### config.mk
export PLATFORM = sky130hd
export DESIGN_NAME = word_readout
export DESIGN_NICKNAME = d
export VERILOG_FILES = /design/src/rtl/word_readout.sv
export SDC_FILE = /design/constraint.sdc
export NUM_CORES = 1
export LEC_CHECK = 0
export ABC_CLOCK_PERIOD_IN_PS = 1500
export CAP_MARGIN = 40
export CELL_PAD_IN_SITES_DETAIL_PLACEMENT = 1
export CELL_PAD_IN_SITES_GLOBAL_PLACEMENT = 1
export CORE_AREA = 2 2 67 69
export CTS_CLUSTER_SIZE = 40
export DETAILED_ROUTE_END_ITERATION = 8
export DIE_AREA = 0 0 69 71
export GPL_TIMING_DRIVEN = 0
export PLACE_DENSITY_LB_ADDON = 0.25
export SYNTH_ARGS = -nofsm -noshare
export SYNTH_HDL_FRONTEND = slang
export SYNTH_SLANG_ARGS = --single-unit
### constraint.sdc
create_clock -name clk -period 1.5 [get_ports clk]
set_input_delay 0.3 -clock clk [delete_from_list [all_inputs] [get_ports clk]]
set_output_delay 0.3 -clock clk [all_outputs]
set_load 0.05 [all_outputs]
### src/rtl/word_readout.sv
// Plays back a stored word one character at a time: each character is fetched
// from the buffer, then presented on char_out for STEP_CYCLES cycles.
module word_readout #(
  parameter int unsigned CHAR_W      = 5,
  parameter int unsigned STEP_CYCLES = 4
) (
  input  logic              clk,
  input  logic              reset,
  input  logic              start,
  input  logic              abort,
  input  logic [2:0]        word_len,
  output logic [2:0]        rd_addr,
  input  logic [CHAR_W-1:0] rd_data,
  output logic [CHAR_W-1:0] char_out,
  output logic              char_valid,
  output logic              busy,
  output logic              done
);

  localparam int unsigned ADDR_W  = 3;
  localparam int unsigned TIMER_W = 8;

  localparam logic [1:0] IDLE  = 2'd0;
  localparam logic [1:0] FETCH = 2'd1;
  localparam logic [1:0] SHOW  = 2'd2;
  localparam logic [1:0] DONE  = 2'd3;

  logic [1:0]         state, state_nxt;
  logic [ADDR_W-1:0]  index, index_nxt;
  logic [ADDR_W-1:0]  len, len_nxt;
  logic [ADDR_W-1:0]  rd_addr_nxt;
  logic [TIMER_W-1:0] timer, timer_nxt;
  logic [CHAR_W-1:0]  char_out_nxt;
  logic               char_valid_nxt;
  logic               done_nxt;

  // State and registered outputs
  always_ff @(posedge clk) begin
    if (reset) begin
      state      <= IDLE;
      index      <= '0;
      len        <= '0;
      timer      <= '0;
      rd_addr    <= '0;
      char_out   <= '0;
      char_valid <= 1'b0;
      busy       <= 1'b0;
      done       <= 1'b0;
    end else begin
      state      <= state_nxt;
      index      <= index_nxt;
      len        <= len_nxt;
      timer      <= timer_nxt;
      rd_addr    <= rd_addr_nxt;
      char_out   <= char_out_nxt;
      char_valid <= char_valid_nxt;
      busy       <= (state_nxt != IDLE);
      done       <= done_nxt;
    end
  end

  // Next-state and next-output logic
  always_comb begin
    state_nxt      = state;
    index_nxt      = index;
    len_nxt        = len;
    timer_nxt      = timer;
    rd_addr_nxt    = rd_addr;
    char_out_nxt   = char_out;
    char_valid_nxt = char_valid;
    done_nxt       = 1'b0;

    if ((state != IDLE) && abort) begin
      state_nxt      = IDLE;
      index_nxt      = '0;
      timer_nxt      = '0;
      rd_addr_nxt    = '0;
      char_out_nxt   = '0;
      char_valid_nxt = 1'b0;
    end else begin
      case (state)
        IDLE: begin
          if (start && !abort) begin
            if (word_len != 3'd0) begin
              len_nxt     = word_len;
              index_nxt   = '0;
              rd_addr_nxt = '0;
              state_nxt   = FETCH;
            end else begin
              state_nxt = DONE;
              done_nxt  = 1'b1;
            end
          end
        end
        FETCH: begin
          char_out_nxt   = rd_data;
          char_valid_nxt = 1'b1;
          timer_nxt      = TIMER_W'(STEP_CYCLES - 1);
          state_nxt      = SHOW;
        end
        SHOW: begin
          if (timer != '0) begin
            timer_nxt = TIMER_W'(timer - TIMER_W'(1));
          end else if (index != ADDR_W'(len - ADDR_W'(1))) begin
            index_nxt      = ADDR_W'(index + ADDR_W'(1));
            rd_addr_nxt    = ADDR_W'(rd_addr + ADDR_W'(1));
            char_valid_nxt = 1'b0;
            state_nxt      = FETCH;
          end else begin
            char_valid_nxt = 1'b0;
            done_nxt       = 1'b1;
            state_nxt      = DONE;
          end
        end
        DONE: begin
          state_nxt = IDLE;
        end
        default: begin
          state_nxt = IDLE;
        end
      endcase
    end
  end

endmodule

==> reports/results.ini <==
[logic_synthesis]
synth_fp_nets = 176
syn_area_per_cell_um2 = 8.688
synthArstFlopShare = 0
ys_types = 42
synth_edf_count = 0
synthCells = 160
synth.top_cell.area_share = 0.3888
ys.warnings.count = 0
ys_ff_latch = 27
syn_area_um2 = 1390
netlist_top_cells_area = dfxtp_1, a21oi_1, nand2_1
yosysTopAreaCell = dfxtp_1
ys_seq_area_frac = 0.3888
synthFlopType = dfxtp_1

[global_route]
grtUsageTotal = 0.1736
grt_util_met3 = 0.02564
met2_usage = 0.3109
first_global_vias = 1407
use_met1 = 0.2178
overflow = 0
grt_max_degree = 16
grt_pass1_wl_um = 6858
busiest_layer = met2
antenna_found_initial = 0

[cells_and_area]
drive_above_1_share = 0.3873
instances_no_fill = 256
n_fill_cell = 485
layout.nets = 221
utilization = 0.4991
antennaDiodeCount = 0
syn2layout_area_growth_pct = 50.94

[critical_path]
worst-path-buf-inv = 1
cp.depth = 5
critPathMaxFanout = 3
crit_required_ns = 1.71
criticalPathCategory = flip-flop to flip-flop
cp-end-kind = flip-flop
max_stage_delay_ns = 0.43
cp_slowest_cell = or4_4
critPathLaunchType = flip-flop
critPathTopFamily = simple AND/OR/NAND/NOR gates
crit_chain = buf_4, or2_1, or3_1, or4_4, a21oi_2
arrival_ns = 1.89
r2r_cells = 5

[power]
peakVddDrop_v = 0.0005201
p_sw_uw = 921.2
pwr-share-clk = 0.172
p_int_uw = 1553
p_leak_uw = 0.0007979
pwr-share-comb = 0.474
power_density_nw_per_um2 = 1179
seqPwrFrac = 0.354
sw_frac_of_total = 0.3723

[timing]
fin_crit_sh = 1.120
tns_ns = -1.834
setup_slack_ns = -0.1793
post-route-min-period_ns = 1.679
rsz0062_at_grt = true
max_freq_ghz = 0.5955
setup-violations-final = 15
relSlewSlack = 0.6615
clock-skew-final_ns = 0.002800
worst_slew_pin_slew_ns = 0.5097
timing.final.max_slew_violations = 0
hold_viol_final = 0

[cts]
clock_path_buffers = 2
clk_pin_slew_ns = 0.10
cts.sinks = 27
cts_tree = done
cts_buffers = 3
cts.root.buffer_cell = clkbuf_8
h-tree-depth = 1
clk_latency_ns = 0.27

[hold_path]
hold_depth = 2
holdCritPathClass = flip-flop to flip-flop

[status]
violations = negative setup slack
outcome = complete, but fails checks

[route]
viasPerCell = 5.266
vias = 1348
final_antenna_net_count = 0
wl_per_cell_um = 16.75
wirelength_um = 4287
drt_iter0_drc = 46
drc = 0
first_pass_iters = 4

[place]
dpl.cell_count = 234
hpwl_um = 2736
finalWeightedCongestion = 0.7213
portBuffers = 22

[floorplanning]
start_util = 0.3307
ios = 23
die_w_um = 69
coreArea_um2 = 4204
rows = 24
dieArea_um2 = 4899
die_y_um = 71

[job]
drv_cap = 0

==> what timing repair did <==
item / 4_1_cts / 5_1_grt
cloned: 1 / 0
hold buffers: 0 / 0
endpoints found under the setup margin: 33 / 23
gates resized for setup: 49 / 19
hold endpoints to repair: 0 / 0
pin swaps: 21 / 12
buffers inserted: 17 / 3
==> kinds of logic (layout without fill, tap and decap cells) <==
| group | count (synthesis) | in the layout | share of synthesized area |
|---|---|---|---|
| flip-flops | 27 | 27 | 0.3888 |
| AO/OA/AOI/OAI | 47 | 47 | 0.2187 |
| XOR/XNOR | 3 | 3 | 0.02970 |
| multiplexers | 3 | 3 | 0.02250 |
| adder cells (fa/ha/maj) | 4 | 4 | 0.03601 |
| buffers and inverters | 15 | 59 | 0.04770 |
| AND/OR/NAND/NOR | 61 | 61 | 0.2565 |
==> synthesized netlist by cell type, types with 2 or more instances <==
cell,number
a211oi_1,2
a21oi_1,15
a221oi_1,2
a22oi_1,3
buf_2,2
clkbuf_1,4
dfxtp_1,27
ha_1,4
inv_1,8
mux2i_1,2
nand2_1,18
nand2b_1,3
nor2_1,11
nor3_1,5
nor3_2,2
o211ai_1,3
o21a_1,3
o21ai_0,7
o31ai_1,7
or3_1,5
or4_1,5
xnor2_1,2
==> cell usage in the layout, fill, tap and decap left out, types with 3 or more instances in the layout <==
master	synthesis	routed
o31ai_1	7	5
buf_6	1	5
clkdlybuf4s15_1	0	4
nor2_1	11	10
nand2_1	18	18
or3_1	5	3
a21oi_1	15	10
dfxtp_1	27	15
o211ai_1	3	3
o21a_1	3	3
buf_4	0	17
o21ai_0	7	5
dfxtp_2	0	10
a22oi_1	3	3
inv_2	0	4
clkdlybuf4s50_1	0	11
nor3_1	5	3
dlygate4sd2_1	0	6
clkbuf_8	0	3
inv_1	8	4
or4_1	5	3
a21oi_2	1	5
nand2b_1	3	3
==> routing by layer <==
metal | vias up | wire [um]
met5 | - | 0
met4 | 0 | 42
met3 | 5 | 71
met2 | 14 | 2271
met1 | 658 | 1901
li1 | 671 | -
==> state kept, by name, summed over array words and instances (netlist names) <==
signal      cells
timer           8
char_out        5
index           3
len             3
rd_addr         3
state           2
busy            1
char_valid      1
done            1
==> power by group through the flow <==
stage                     clock [uW]  sequential, uW  combinational, uW
after floorplan                    0             946                500
after global placement             0             877                761
after detailed placement           0             887                787
after CTS                        443             869               1040
after global routing             475             888               1260
final                            426             875               1170
==> final cells by class <==
class                   count  area, um2  area share
clock inverters             1      5.005    0.002385
repair buffers             42      377.9      0.1801
inverters                   8      30.03     0.01431
clock buffers               3      41.29     0.01968
well taps                  52      65.06     0.03101
multi-input cells         118      975.9      0.4651
plain buffers               5      42.54     0.02027
flip-flops and latches     27      560.5      0.2671
==> metrics by stage <==
step | setup slack (ns) | instance area, um2 | hold WS, ns | power, uW
after floorplan | -0.07056 | 1416 | 0.3650 | 1446
after global placement | -0.5854 | 1702 | 0.4420 | 1638
after detailed placement | -0.6461 | 1702 | 0.4596 | 1674
after CTS | -0.2102 | 2026 | 0.4711 | 2355
after global routing | -0.2448 | 2098 | 0.4937 | 2624
final | -0.1793 | 2098 | 0.4689 | 2474
==> worst reg2reg max path, cell delays in order (launching register included) <==
cell and delay, ns:
dfxtp_2 0.34, buf_4 0.15, or2_1 0.24, or3_1 0.34, or4_4 0.43, a21oi_2 0.12
==> worst paths after layout <==
check                    from           to  slack [ns]
setup / recovery     timer[0]     timer[7]       -0.18
hold / removal    char_out[1]  char_out[1]        0.47
setup reg to reg     timer[0]     timer[7]       -0.18
hold reg to reg   char_out[1]  char_out[1]        0.47
No activity file was read; power rests on OpenSTA's default activity.
